`config.mk`:
```
export PLATFORM = sky130hd
export DESIGN_NAME = product_accumulator_flat
export DESIGN_NICKNAME = d
export VERILOG_FILES = /design/src/rtl/product_accumulator_if.sv /design/src/rtl/product_accumulator.sv /design/src/flat_wrapper.sv
export SDC_FILE = /design/constraint.sdc
export NUM_CORES = 1
export LEC_CHECK = 0
export CAP_MARGIN = 20
export CELL_PAD_IN_SITES_DETAIL_PLACEMENT = 1
export CELL_PAD_IN_SITES_GLOBAL_PLACEMENT = 1
export CORE_UTILIZATION = 41
export CTS_BUF_LIST = sky130_fd_sc_hd__clkbuf_8
export DETAILED_ROUTE_END_ITERATION = 8
export PLACE_DENSITY_LB_ADDON = 0.08
export SLEW_MARGIN = 30
export SYNTH_ARGS = -nofsm -noshare
export SYNTH_HDL_FRONTEND = slang
export SYNTH_SLANG_ARGS = --single-unit
```
`constraint.sdc`:
```
create_clock -name clk -period 3 [get_ports clk]
set_input_delay 0.6 -clock clk [delete_from_list [all_inputs] [get_ports clk]]
set_output_delay 0.6 -clock clk [all_outputs]
set_load 0.05 [all_outputs]
```
`src/rtl/product_accumulator_if.sv`:
```
// rtl/product_accumulator_if.sv - product input and sum output handshakes of the accumulate stage
interface product_accumulator_if #(
  parameter int ACC_W = 16
);
  logic             in_valid;
  logic             in_ready;
  logic [7:0]       in_prod;
  logic             out_valid;
  logic             out_ready;
  logic [ACC_W-1:0] out_sum;
  logic             out_ovf;

  modport master (
    output in_valid, in_prod, out_ready,
    input  in_ready, out_valid, out_sum, out_ovf
  );

  modport slave (
    input  in_valid, in_prod, out_ready,
    output in_ready, out_valid, out_sum, out_ovf
  );
endinterface

```
`src/rtl/product_accumulator.sv`:
```
// rtl/product_accumulator.sv - sums a programmable number of 8-bit products into a wide accumulator
module product_accumulator #(
  parameter int ACC_W = 16,
  parameter int LEN_W = 4
) (
  input  logic                 clk,
  input  logic                 rst_n,
  input  logic                 ena,
  input  logic                 clear,
  input  logic [LEN_W-1:0]     len,
  output logic                 busy,
  product_accumulator_if.slave bus
);
  localparam int CNT_W = LEN_W + 1;
  localparam logic [CNT_W-1:0] MAX_CNT = CNT_W'(1) << LEN_W;

  localparam logic [1:0] S_IDLE = 2'd0;
  localparam logic [1:0] S_ACC  = 2'd1;
  localparam logic [1:0] S_HOLD = 2'd2;

  logic [1:0]       state;
  logic [ACC_W-1:0] acc;
  logic             ovf;
  logic             out_valid_q;
  logic [CNT_W-1:0] cnt;
  logic [CNT_W-1:0] target;

  logic             in_hs;
  logic             out_hs;
  logic [ACC_W:0]   sum_ext;
  logic [CNT_W-1:0] cnt_inc;
  logic [CNT_W-1:0] first_target;

  assign bus.in_ready  = ena & ~clear & (state != S_HOLD);
  assign bus.out_valid = out_valid_q;
  assign bus.out_sum   = acc;
  assign bus.out_ovf   = ovf;
  assign busy          = (state != S_IDLE);

  assign in_hs        = bus.in_valid & bus.in_ready;
  assign out_hs       = out_valid_q & bus.out_ready & ena;
  // The extra top bit of the sum is the carry that feeds the sticky overflow.
  assign sum_ext      = {1'b0, acc} + {{(ACC_W-7){1'b0}}, bus.in_prod};
  assign cnt_inc      = cnt + CNT_W'(1);
  assign first_target = (len == '0) ? MAX_CNT : {1'b0, len};

  always_ff @(posedge clk or negedge rst_n) begin
    if (!rst_n) begin
      state       <= S_IDLE;
      acc         <= '0;
      ovf         <= 1'b0;
      out_valid_q <= 1'b0;
      cnt         <= '0;
      target      <= '0;
    end else if (ena) begin
      if (clear) begin
        state       <= S_IDLE;
        cnt         <= '0;
        out_valid_q <= 1'b0;
      end else begin
        case (state)
          S_IDLE: begin
            if (in_hs) begin
              target <= first_target;
              acc    <= ACC_W'(bus.in_prod);
              cnt    <= CNT_W'(1);
              ovf    <= 1'b0;
              if (first_target == CNT_W'(1)) begin
                state       <= S_HOLD;
                out_valid_q <= 1'b1;
              end else begin
                state <= S_ACC;
              end
            end
          end
          S_ACC: begin
            if (in_hs) begin
              acc <= sum_ext[ACC_W-1:0];
              ovf <= ovf | sum_ext[ACC_W];
              cnt <= cnt_inc;
              if (cnt_inc == target) begin
                state       <= S_HOLD;
                out_valid_q <= 1'b1;
              end
            end
          end
          S_HOLD: begin
            if (out_hs) begin
              state       <= S_IDLE;
              out_valid_q <= 1'b0;
            end
          end
          default: begin
            state       <= S_IDLE;
            out_valid_q <= 1'b0;
          end
        endcase
      end
    end
  end
endmodule
```
`src/flat_wrapper.sv`:
```
// flat-port wrapper written by rule: the top's interface ports become plain ports
module product_accumulator_flat 
#(
  parameter int ACC_W = 16,
  parameter int LEN_W = 4
)
  (clk, rst_n, ena, clear, len, busy, bus_in_valid, bus_in_prod, bus_out_ready, bus_in_ready, bus_out_valid, bus_out_sum, bus_out_ovf);
  product_accumulator_if #(.ACC_W(ACC_W)) bus_i ();
  input  logic clk;
  input  logic rst_n;
  input  logic ena;
  input  logic clear;
  input  logic [LEN_W-1:0] len;
  output logic busy;
  input wire logic [$bits(bus_i.in_valid)-1:0] bus_in_valid;
  input wire logic [$bits(bus_i.in_prod)-1:0] bus_in_prod;
  input wire logic [$bits(bus_i.out_ready)-1:0] bus_out_ready;
  output wire logic [$bits(bus_i.in_ready)-1:0] bus_in_ready;
  output wire logic [$bits(bus_i.out_valid)-1:0] bus_out_valid;
  output wire logic [$bits(bus_i.out_sum)-1:0] bus_out_sum;
  output wire logic [$bits(bus_i.out_ovf)-1:0] bus_out_ovf;
  assign bus_i.in_valid = bus_in_valid;
  assign bus_i.in_prod = bus_in_prod;
  assign bus_i.out_ready = bus_out_ready;
  assign bus_in_ready = bus_i.in_ready;
  assign bus_out_valid = bus_i.out_valid;
  assign bus_out_sum = bus_i.out_sum;
  assign bus_out_ovf = bus_i.out_ovf;
  product_accumulator #(.ACC_W(ACC_W), .LEN_W(LEN_W)) u_core (.clk(clk), .rst_n(rst_n), .ena(ena), .clear(clear), .len(len), .busy(busy), .bus(bus_i));
endmodule
```
==> results.md <==
- Number of instances resized during post-cts repair: 0
- Number of setup buffers added after CTS: 0
- Area growth from synthesis to layout: 27.8%
- Core area: 4720 µm²
- Antenna diode count: 0
- Cell chosen for the clock root: sky130_fd_sc_hd__clkbuf_8
- Cts hold-fix bufs: 0
- Power density of the placed cells: around 650 nW/µm²
- Post-layout total power: around 1700 µW
- Highest net fanout along the worst path: 5
- Clk sink count: 30
- Count of flip-flops with a built-in enable after synthesis: 0
- Cell-internal power: 960 µW
- Sequential cell area fraction in the yosys report: a little under two fifths
- Height of the die: 71.9 µm
- Switching Power: 697 µW
- Switching share of power: a little over two fifths
- Sequential fraction of design power: roughly 33%
- Syn Area/Cell: 9.08 µm²
- Met1 routing resource usage after global routing: roughly 29%
- All-Layer GR Usage: 20.9%
- Hpwl dp: 3770 µm
- First-pass GRT wire length: 8440 µm
- Worst slew pin tran: ~0.52 ns
- Global Route met3 Usage: 4.03%
- Number of ports placed on the die boundary: 38
- Max Cap Violations: 0
- Layer with the highest usage after global routing: met2
- Fraction of final layout cells with drive strength greater than 1: between 10% and 20%
- Terminus of the critical flop-to-flop path: u_core.bus.out_sum[12]
- Maximum level of the CTS H-tree: 2
- Top FF cell, synth: sky130_fd_sc_hd__dfrtp_1
- Syn Nets: between 200 and 250
- Post-synthesis instance area: between 2000 and 2500 µm²
- Post-route setup TNS: 0 ns
- Launch instance of the worst register-to-register path: u_core.bus.out_sum[0]
- Antenna violations before repair: 0
- Setup Crit Path Kind: primary input to register
- Number of setup violations in the final report: 0
- Total number of vias: around 1800
- Total CTS buffers: 5
- Number of flip-flops and latches in the synthesized netlist: 30
- Vias in the first global route: 1742
- Time the worst path needs with I/O delays and setup: 2.69 ns
- End point of the worst hold path: u_core.bus.out_valid
- Final Slew Violations: 0
- Endpoint kind of the worst setup timing path: register
- Worst-Skew Late Latency: 0.29 ns
- Instance count along the most critical hold path: 1
- Reg2reg path depth: 8
- Post-detailed-route DRC marker count: 0
- Overall routed net length: 4960 µm
- Clock tree from TritonCTS: built
- Worst-case clock buffer depth: 2
- Net total in the final layout: 291
- Distinct cell type count of the synthesized netlist: 52
- Result of the run: finished, final reports clean
- Met2 track demand over resource in global routing: between 30 and 40%
- Worst-case register-to-register setup slack: 0.64 ns
- Total of warnings raised by yosys: 0
- DRT iter0 DRCs: 101
- Launch instance of the worst min-delay path: u_core.bus.out_valid
- Gate count of the mapped netlist: 221
- Starting Density: between 40 and 50%
- Relative contribution of combinational cells to total power: 45.9%
- RSZ-0062 raised after global routing: no
- Async set-reset flop share out of synthesis: 100%
- Skew final: 0.00857 ns
- Gr ovfl total: 0
- Number of placement rows: 25
- Remaining number of nets flagged by the antenna check after routing: 0
- Clk network pwr share: between 20% and 30%
- Worst Path Required: 3.17 ns
- Fraction of the core area covered by cells at the end of the flow: between 50 and 60%
- Total die area: 5180 µm²
- Gpl congestion: 0.744
- Maximum achievable frequency: 371 MHz
- Count of TritonRoute iterations in the first routing pass: 4
- Vias/cell: 5.37
- Clock edge transition at the registers on the reported setup and hold paths: 0.07 ns
- Worst slew margin relative to its limit: 65.3%
- Leakage: 0.00114 µW
- Port Buf Inserts: 37
- Post-route fraction of the period consumed by the critical path: 89.8%
- Pin count of the biggest net entering global routing: 31
- Critical path startpoint category: primary input
- Type of the worst min-delay path: register to register
- Number of hold violations in the final report: 0
- Width of the die: 71.9 µm
- Average wire per cell in the routed design: 15.0 µm
- Max VDD drop: 0.000271 V
- Data arrival at the endpoint of the critical path: 2.86 ns
[cell usage after synthesis (all sizes together), types with 3 or more instances]
cell / number / area, µm²
a21o: 6 / 45.0
a21oi: 18 / 93.8
a31oi: 8 / 50.1
and3: 6 / 37.5
buf: 5 / 40.0
clkbuf: 4 / 15.0
dfrtp: 30 / 751
ha: 9 / 113
inv: 4 / 15.0
mux2: 5 / 56.3
mux2i: 4 / 40.0
nand2: 25 / 96.4
nand2b: 4 / 25.0
nand3: 9 / 50.1
nand4: 3 / 18.8
nor2: 21 / 88.8
nor3: 8 / 45.0
o21ai: 15 / 75.1
xnor2: 7 / 61.3
xor2: 4 / 35.0
[placed cells by master (no fill, tap or decap), types with 2 or more instances in the layout]
master | Yosys | routed
sky130_fd_sc_hd__clkdlybuf4s50_1 | 0 | 36
sky130_fd_sc_hd__dfrtp_1 | 30 | 30
sky130_fd_sc_hd__nand2_1 | 24 | 24
sky130_fd_sc_hd__nor2_1 | 19 | 19
sky130_fd_sc_hd__a21oi_1 | 17 | 17
sky130_fd_sc_hd__o21ai_0 | 14 | 14
sky130_fd_sc_hd__ha_1 | 9 | 9
sky130_fd_sc_hd__a31oi_1 | 8 | 8
sky130_fd_sc_hd__nand3_1 | 8 | 8
sky130_fd_sc_hd__nor3_1 | 7 | 7
sky130_fd_sc_hd__xnor2_1 | 7 | 7
sky130_fd_sc_hd__buf_4 | 1 | 7
sky130_fd_sc_hd__and3_1 | 6 | 6
sky130_fd_sc_hd__a21o_1 | 6 | 6
sky130_fd_sc_hd__clkbuf_8 | 0 | 6
sky130_fd_sc_hd__mux2_2 | 5 | 5
sky130_fd_sc_hd__inv_1 | 4 | 4
sky130_fd_sc_hd__nand2b_1 | 4 | 4
sky130_fd_sc_hd__mux2i_1 | 4 | 4
sky130_fd_sc_hd__xor2_1 | 4 | 4
sky130_fd_sc_hd__nand4_1 | 3 | 3
sky130_fd_sc_hd__or2_2 | 2 | 2
sky130_fd_sc_hd__a41o_1 | 2 | 2
sky130_fd_sc_hd__o31ai_1 | 2 | 2
[power groups by stage]
stage	Clock, µW	Combinational, µW	Sequential [µW]
finish	351	761	546
detailed placement	0	764	554
global route	374	827	557
floorplan	0	362	701
global placement	0	752	553
CTS	359	767	548
[metal layers]
layer	wire [µm]	vias to the layer above
met4	82	0
met1	2450	852
met5	0	-
met2	2290	32
met3	142	8
li1	-	887
[layout make-up]
type	count	area [µm²]
tap	67	83.8
clock buffer	6	82.6
timing repair buffer	44	433
inverter	4	15.0
multi-input combinational	178	1180
clock inverter	2	12.5
sequential	30	751
fill	538	2160
[flip-flops by register name, summed over array words and instances, names as in the netlist]
name	count
u_core.bus.out_valid	1
u_core.bus.out_ovf	1
u_core.cnt	5
u_core.target	5
u_core.bus.out_sum	16
u_core.state	2
[worst max path at each step]
stage,startpoint,end,slack [ns],cells after the start
CTS,bus_in_prod[0],u_core.bus.out_sum[12],0.31,9
global route,bus_in_prod[0],u_core.bus.out_sum[12],0.20,9
global placement,bus_in_prod[0],u_core.bus.out_sum[12],0.06,9
detailed placement,bus_in_prod[0],u_core.bus.out_sum[12],-0.0007,9
floorplan,u_core.bus.out_sum[0],u_core.bus.out_sum[12],0.51,8
finish,bus_in_prod[0],u_core.bus.out_sum[12],0.31,9
[kinds of logic after synthesis]
family	after synthesis	synth area share (%)
AOI/OAI and AO/OA	66	22.5
xor gates and xnor gates	11	4.80
adders and majority gates	10	6.61
buffers and inverters	13	3.49
DFF	30	37.4
muxes	9	4.80
and+or+nand+nor	82	20.4
[stage by stage]
stage / cell area (µm²) / setup slack (ns) / cells / hold WS, ns
final: 2560 / 0.305 / 331 / 0.522
after global routing: 2560 / 0.195 / 331 / 0.543
after CTS: 2560 / 0.306 / 331 / 0.529
after detailed placement: 2470 / -0.000747 / 323 / 0.509
after global placement: 2470 / 0.0626 / 323 / 0.496
after floorplan: 2010 / 0.511 / 221 / 0.304
[worst max-delay path, cell delays in order]
cell                              delay, ns
sky130_fd_sc_hd__clkdlybuf4s50_1       0.43
sky130_fd_sc_hd__ha_1                  0.23
sky130_fd_sc_hd__fa_1                  0.41
sky130_fd_sc_hd__a21o_1                0.20
sky130_fd_sc_hd__a21oi_2               0.18
sky130_fd_sc_hd__o21bai_1              0.12
sky130_fd_sc_hd__a2bb2oi_2             0.21
sky130_fd_sc_hd__and3_1                0.20
sky130_fd_sc_hd__a221o_1               0.28
Note: power is estimated with default switching activity, not from simulation.
